<file path="src/rtl/pulse_gen_pkg.sv">
// rtl/pulse_gen_pkg.sv - shared constants for the 50 MHz servo pulse generator
package pulse_gen_pkg;

  // 50 MHz clock, 1 us tick, 20 ms frame, 4096-tick pulse range, 0.5 s failsafe
  localparam int SERVO_PREDIV  = 50;
  localparam int SERVO_PERIOD  = 20000;
  localparam int SERVO_MAXV    = 4096;
  localparam int SERVO_TIMEOUT = 25;

  localparam logic [0:0] ST_IDLE = 1'b0;
  localparam logic [0:0] ST_RUN  = 1'b1;

endpackage

</file>
<file path="src/rtl/pulse_gen_divider.sv">
// rtl/pulse_gen_divider.sv - free-running modulo-N counter with terminal-count flag
module pulse_gen_divider #(
  parameter int N = 2
) (
  input  logic                 clk,
  input  logic                 clear,
  output logic [$clog2(N)-1:0] count,
  output logic                 tc
);

  localparam int W = $clog2(N);

  assign tc = (count == W'(N - 1));

  always_ff @(posedge clk) begin
    if (clear || tc) begin
      count <= '0;
    end else begin
      count <= count + 1'b1;
    end
  end

endmodule

</file>
<file path="src/rtl/pulse_gen.sv">
// rtl/pulse_gen.sv - framed PWM generator with pending-length register and load-timeout failsafe
module pulse_gen
  import pulse_gen_pkg::*;
#(
  parameter int PREDIV  = SERVO_PREDIV,
  parameter int PERIOD  = SERVO_PERIOD,
  parameter int MAXV    = SERVO_MAXV,
  parameter int TIMEOUT = SERVO_TIMEOUT
) (
  input  logic                    clk,
  input  logic                    reset,
  input  logic                    enable,
  input  logic [$clog2(MAXV)-1:0] pulse_length,
  input  logic                    load,
  output logic                    pulse_out,
  output logic                    frame_stb,
  output logic                    failsafe
);

  localparam int PW = $clog2(PREDIV);
  localparam int FW = $clog2(PERIOD);
  localparam int LW = $clog2(MAXV);
  localparam int TW = $clog2(TIMEOUT + 1);

  if (PREDIV < 2) begin : g_bad_prediv
    $error("pulse_gen: PREDIV must be at least 2");
  end
  if (MAXV > PERIOD) begin : g_bad_maxv
    $error("pulse_gen: MAXV must not exceed PERIOD");
  end

  logic [0:0]    state;
  logic [PW-1:0] presc;
  logic          presc_tc;
  logic          divider_clear;
  logic [FW-1:0] frame_cnt;
  logic [FW-1:0] next_cnt;
  logic [LW-1:0] pending;
  logic [LW-1:0] active_len;
  logic [LW-1:0] next_len;
  logic [TW-1:0] to_cnt;
  logic          frame_end;
  logic          frame_start;
  logic          timed_out;

  assign divider_clear = reset || (state == ST_IDLE);

  pulse_gen_divider #(.N(PREDIV)) u_prescaler (
    .clk   (clk),
    .clear (divider_clear),
    .count (presc),
    .tc    (presc_tc)
  );

  // A load in the deciding cycle overrides both pending and the failsafe.
  always_comb begin
    frame_end   = presc_tc && (frame_cnt == FW'(PERIOD - 1));
    frame_start = enable && ((state == ST_IDLE) || frame_end);
    timed_out   = (to_cnt == TW'(TIMEOUT));
    next_len    = load ? pulse_length : (timed_out ? '0 : pending);
    next_cnt    = presc_tc ? frame_cnt + 1'b1 : frame_cnt;
  end

  always_ff @(posedge clk) begin
    if (reset) begin
      state      <= ST_IDLE;
      frame_cnt  <= '0;
      pending    <= '0;
      active_len <= '0;
      to_cnt     <= '0;
      pulse_out  <= 1'b0;
      frame_stb  <= 1'b0;
      failsafe   <= 1'b0;
    end else begin
      frame_stb <= frame_start;
      if (load) begin
        pending  <= pulse_length;
        to_cnt   <= '0;
        failsafe <= 1'b0;
      end else if (frame_start) begin
        if (timed_out) begin
          failsafe <= 1'b1;
        end else begin
          to_cnt <= to_cnt + 1'b1;
        end
      end
      if (frame_start) begin
        state      <= ST_RUN;
        frame_cnt  <= '0;
        active_len <= next_len;
        pulse_out  <= (next_len != '0);
      end else if ((state == ST_IDLE) || frame_end) begin
        state     <= ST_IDLE;
        frame_cnt <= '0;
        pulse_out <= 1'b0;
      end else begin
        frame_cnt <= next_cnt;
        pulse_out <= 32'(next_cnt) < 32'(active_len);
      end
    end
  end

endmodule

</file>
<file path="config.mk">
export PLATFORM = sky130hd
export DESIGN_NAME = pulse_gen
export DESIGN_NICKNAME = d
export VERILOG_FILES = /design/src/rtl/pulse_gen_pkg.sv /design/src/rtl/pulse_gen_divider.sv /design/src/rtl/pulse_gen.sv
export SDC_FILE = /design/constraint.sdc
export NUM_CORES = 1
export LEC_CHECK = 0
export CAP_MARGIN = 0
export CORE_ASPECT_RATIO = 2
export CORE_MARGIN = 4
export CORE_UTILIZATION = 50
export CTS_BUF_LIST = sky130_fd_sc_hd__clkbuf_4 sky130_fd_sc_hd__clkbuf_8
export DETAILED_ROUTE_END_ITERATION = 10
export PLACE_DENSITY = 0.69
export REMOVE_ABC_BUFFERS = 1
export SLEW_MARGIN = 20
export SYNTH_ARGS = -nofsm -noshare
export SYNTH_HDL_FRONTEND = slang
export SYNTH_SLANG_ARGS = --single-unit
export TNS_END_PERCENT = 10
</file>
<file path="constraint.sdc">
create_clock -name clk -period 5.2 [get_ports clk]
set_input_delay 0.52 -clock clk [delete_from_list [all_inputs] [get_ports clk]]
set_output_delay 0.52 -clock clk [all_outputs]
set_load 0.03 [all_outputs]
</file>
### Yosys cells after proc, flatten, opt, wreduce, memory -nomap -nowiden

Index checks and enable logic that the tools add are counted.

| operators by class | value |
|---|---|
| add/subtract/negate cells | 3 |
| $lt $le $gt $ge | 1 |
| equal/unequal tests | 3 |
| muxes and demuxes | 7 |
| bitwise gates (word level) | 2 |
| reductions and logical operators | 11 |

Operator list:

| cell | number |
|---|---|
| 2-to-1 mux 12 bit | 2 |
| adder 15 x 1 -> 15 bit (second input constant) | 1 |
| equality test 15 bit (second input constant) | 1 |
| less-than comparator 15 x 12 -> 1 bit | 1 |
| 2-to-1 mux 15 bit | 1 |
| nonzero test 12 bit | 1 |
| adder 6 x 1 -> 6 bit (second input constant) | 1 |
| equality test 6 bit (second input constant) | 1 |
| adder 5 x 1 -> 5 bit (second input constant) | 1 |
| equality test 5 bit (second input constant) | 1 |
| 2-to-1 mux 1 bit | 4 |
| AND reduction 2 bit | 2 |
| logical OR 1 bit | 3 |
| OR reduction 3 bit | 1 |
| logical AND 1 bit | 2 |
| inverter 1 bit | 2 |
| nonzero test 2 bit | 1 |
| OR reduction 2 bit | 1 |

| storage, ports and cells | value |
|---|---|
| flip-flop bits (word level) | 54 |
| input bits | 16 |
| output and inout bits | 3 |
| logic and storage cells | 36 |

### Logic depth before layout (Yosys ltp)

| depth | value |
|---|---|
| depth in word-level cells | 5 |
| gate-level depth with buffers | 13 |

### Cells and area by module

A second synthesis with hierarchy kept.

| unflattened totals | value |
|---|---|
| cells, all modules | 295 |
| area total of the unflattened synthesis | 2696.3 µm² |

By module, submodules not included:

| module | times used | cells each | area an instance (µm²) |
|---|---|---|---|
| pulse_gen | 1 | 268 | 2441.1 |
| pulse_gen_divider | 1 | 27 | 255.2 |

### Worst setup path before layout

No wires, ideal clock.

| timing | value |
|---|---|
| kind | reg-to-reg |
| start point | register u_prescaler.count[0] |
| end point | register pulse_out |
| data arrival time | 2.732 ns |
| required time | 5.113 ns |
| path slack | 2.381 ns |
| cell stages (with the launch flop) | 13 |
| path buffers | 1 |
| period minus slack after synthesis | 2.819 ns |
| path through | dfxtp_1 ha_1 or3b_1 buf_2 nor4_1 nand2_1 xnor2_1 ha_1 and3_1 o2111ai_1 nor3_1 a211o_1 o31ai_1 |

| between the ends | value |
|---|---|
| cells in the longest elaborated chain, start to end | 5 |

RTL lines:

| element | line | source |
|---|---|---|
| start, declared | pulse_gen_divider.sv:7 | `output logic [$clog2(N)-1:0] count,` |
| start signal, assigned | pulse_gen_divider.sv:19 | `count <= count + 1'b1;` |
| equality test 6 bit | pulse_gen_divider.sv:13 | `assign tc = (count == W'(N - 1));` |
| 2-to-1 mux 15 bit | pulse_gen.sv:61 | `next_cnt = presc_tc ? frame_cnt + 1'b1 : frame_cnt;` |
| via next_cnt[10] | pulse_gen.sv:37 | `logic [FW-1:0] next_cnt;` |
| less-than comparator 15 x 12 -> 1 bit | pulse_gen.sv:98 | `pulse_out <= 32'(next_cnt) < 32'(active_len);` |
| 2-to-1 mux 1 bit | pulse_gen.sv:92 | `end else if ((state == ST_IDLE) \|\| frame_end) begin` |
| 2-to-1 mux 1 bit | pulse_gen.sv:87 | `if (frame_start) begin` |
| end signal, assigned | pulse_gen.sv:91 | `pulse_out <= (next_len != '0);` |
| end signal, assigned | pulse_gen.sv:98 |  |
| end, declared | pulse_gen.sv:15 | `output logic pulse_out,` |

The timed path passes the listed nets, and every way through them passes these cells.
A chain may end at the register's enable or synchronous reset.

### Worst setup path in the final report

Ends and elaborated chain as after synthesis.

==> results.py <==
metrics = {
    "place": {
        "hpwl_um": 4470,
        "place.gp.congestion": 0.916,
        "io_buffer_count": 18,
        "placed_cell_area_um2": 2940,
    },
    "clock_tree": {
        "cts_buffer_depth": 2,
        "cts_resized": 0,
        "path_clk_slew_ns": 0.09,
        "ctsRootBufferMaster": "clkbuf_8",
        "cts_tree": "done",
        "cts_buffers": 5,
        "post_cts_buffers": 0,
        "clock_latency_ns": 0.31,
        "clock-sinks": 54,
        "hold_buffers": 0,
        "htreeDepth": 2,
    },
    "sta": {
        "min_period_ns": 3.11,
        "tns_ns": 0,
        "fmax_mhz": 322,
        "relSlewSlack_pct": 43.7,
        "slew_violations": 0,
        "rsz0062_at_grt": "no",
        "worst_pin_slew_ns": 0.841,
        "fin_crit_sh_pct": 59.8,
        "fin_skew_ns": 0.0119,
        "final_hold_viol_count": 0,
        "setup_violations": 0,
    },
    "logic_synthesis": {
        "synth_top_area_share_pct": 39.7,
        "avgSynthCellArea_um2": 8.53,
        "syn_inst": 319,
        "yosys.area.top_type": "dfxtp_1",
        "synth_edf_count": 0,
        "async_flop_share_pct": 0,
        "yosys_register_bits": 54,
        "ys.flop_type": "dfxtp_1",
        "syn_area_um2": 2720,
        "seq_area_frac_synth_pct": 39.7,
        "yosys_warnings": 0,
        "synthDistinctLibCells": 53,
        "yosys-top-cells-area": "dfxtp_1, ha_1, a21oi_1, nand2_1, a311oi_1",
    },
    "critical_path": {
        "cpMostUsedCell": "ha_1",
        "crit_family": "simple AND/OR/NAND/NOR gates",
        "r2r_start": "u_prescaler.count[0]",
        "cp.arrival_ns": 3.34,
        "critPathSlowestCell": "nor4_1",
        "path_buf_inv": 0,
        "r2r_cells": 11,
        "r2r_slack_ns": 2.09,
        "required_ns": 5.43,
        "critPathCaptureType": "register",
        "crit_chain": "ha_1 > or3b_1 > nor4_1 > nand2_1 > xnor2_1 > ha_1 > and3_1 > o2111ai_1 > nor3_1 > a211o_1 > o31ai_1",
        "slowest_delay_ns": 0.51,
        "crit_type": "register to register",
        "critPathLaunchType": "register",
        "path_max_fanout": 9,
        "r2r_end": "pulse_out",
    },
    "floorplan": {
        "row_count": 37,
        "die-area_um2": 6760,
        "ios": 19,
        "core_um2": 5230,
        "die_h_um": 112,
        "initial_core_util_pct": 52.0,
        "dieWidth_um": 60.2,
    },
    "global_route": {
        "antenna_found_initial": 0,
        "grt_max_degree": 32,
        "grt_pass1_vias": 2163,
        "track_usage_pct": 18.5,
        "grt_pass1_wl_um": 9690,
        "globalRouteOverflowTotal": 0,
    },
    "worst_hold_path": {
        "whs_path_depth": 1,
        "min_from": "u_prescaler.count[0]",
        "holdCritPathClass": "register to register",
        "min_to": "u_prescaler.count[0]",
    },
    "final_layout": {
        "n_antenna_cell": 0,
        "seqCellArea_um2": 1080,
        "area_delta_synth_final_pct": 12.0,
        "multiInputGateArea_um2": 1530,
        "fillCellCount": 492,
        "nNetsFinal": 366,
        "drive_above_1_share_pct": 5.37,
        "fin_area_um2": 3050,
        "utilization_pct": 58.3,
    },
    "drt": {
        "vias": 2284,
        "drcViolationCount": 0,
        "first_pass_iters": 4,
        "drt-initial-drc-count": 80,
        "final_antenna_net_count": 0,
        "wirelength_um": 5860,
        "via_per_inst": 5.81,
        "wire_per_inst_um": 14.9,
    },
    "power": {
        "comb_power_share_pct": 10.9,
        "peakVddDrop_mv": 0.182,
        "p_seq_share_pct": 54.1,
        "clkPwrFrac_pct": 35.1,
        "p_sw_share_pct": 24.7,
        "leakagePower_nw": 1.13,
        "netSwitchingPower_mw": 0.200,
        "p_per_area_nw_per_um2": 266,
        "p_int_mw": 0.612,
    },
    "run": {
        "maxCapViolCount": 0,
    },
    "outcome": {
        "status": "completed",
    },
}
## area by class of cell
class | instances | share of cell area (%)
well taps | 58 | 2.38
clock inverters | 3 | 1.44
clock buffers | 5 | 2.26
multi-input cells | 237 | 50.0
flip-flops and latches | 54 | 35.4
repair buffers | 21 | 6.64
inverters | 15 | 1.85
## state kept, by name (all words and copies together), names as in the netlist
register and cells:
active_len 12, failsafe 1, frame_cnt 15, frame_stb 1, pending 12, pulse_out 1, state 1, to_cnt 5
u_prescaler.count 6
## cells in the mapped netlist (3+ instances only)
library cell / count
and3_1: 4
o21ai_1: 3
xor2_1: 10
nor4_1: 6
nand2_1: 37
nand3_1: 8
inv_1: 15
nor2_1: 22
nand4_1: 9
nor3_1: 10
a311oi_1: 12
dfxtp_1: 54
o21ai_0: 4
buf_2: 3
a31oi_1: 3
nor2b_1: 12
clkbuf_1: 8
xnor2_1: 7
nand2b_1: 12
ha_1: 16
a21oi_1: 28
## placed cells by master, fill, tap and decap left out, types with 3 or more instances in the layout
master / count
a311oi_1: 12
clkbuf_8: 5
nor2_1: 22
o21ai_0: 4
ha_1: 16
nand2_1: 37
nor4_1: 6
and3_1: 4
nand4_1: 9
nand3_1: 8
dfxtp_1: 54
a31oi_1: 3
xor2_1: 10
o21ai_1: 3
clkdlybuf4s50_1: 18
a21oi_1: 28
inv_1: 15
nor3_1: 10
xnor2_1: 7
nor2b_1: 12
nand2b_1: 12
buf_4: 3
## metal layers
layer  wire length (um)  GRT usage (%)
met4                138           7.54
met5                  0              0
met1               2360           20.0
met2               3250           33.6
met3                107           2.88
## power by group through the flow
stage	clock (mW)	sequential [mW]	combinational, mW
final	0.285	0.439	0.0882
after global routing	0.309	0.441	0.0988
after CTS	0.290	0.439	0.0887
after detailed placement	0	0.449	0.0883
after global placement	0	0.448	0.0869
after floorplan	0	0.448	0.0485
## worst max-delay path by stage
stage	from	end	slack, ns	depth (start not counted)
after global placement	u_prescaler.count[0]	pulse_out	2.21	11
after CTS	u_prescaler.count[0]	pulse_out	2.10	11
final	u_prescaler.count[0]	pulse_out	2.09	11
after floorplan	u_prescaler.count[0]	pulse_out	2.39	11
after global routing	u_prescaler.count[0]	pulse_out	1.85	11
after detailed placement	u_prescaler.count[0]	pulse_out	2.15	11
## kinds of logic after synthesis
family                   share of synthesized area, %
AND/OR/NAND/NOR                                  26.0
AO/OA/AOI/OAI                                    16.4
flip-flops                                       39.7
buffers and inverters                            4.27
XOR/XNOR                                         5.47
adder cells (fa/ha/maj)                          7.35
multiplexers                                    0.781
## per-stage QoR
stage	cells	hold slack [ns]	setup WS [ns]	power, mW
finish	393	0.473	2.09	0.812
global route	393	0.507	1.85	0.849
CTS	393	0.480	2.10	0.818
detailed placement	385	0.457	2.15	0.537
global placement	385	0.446	2.21	0.535
floorplan	306	0.430	2.39	0.497
No activity file was read; power rests on OpenSTA's default activity.
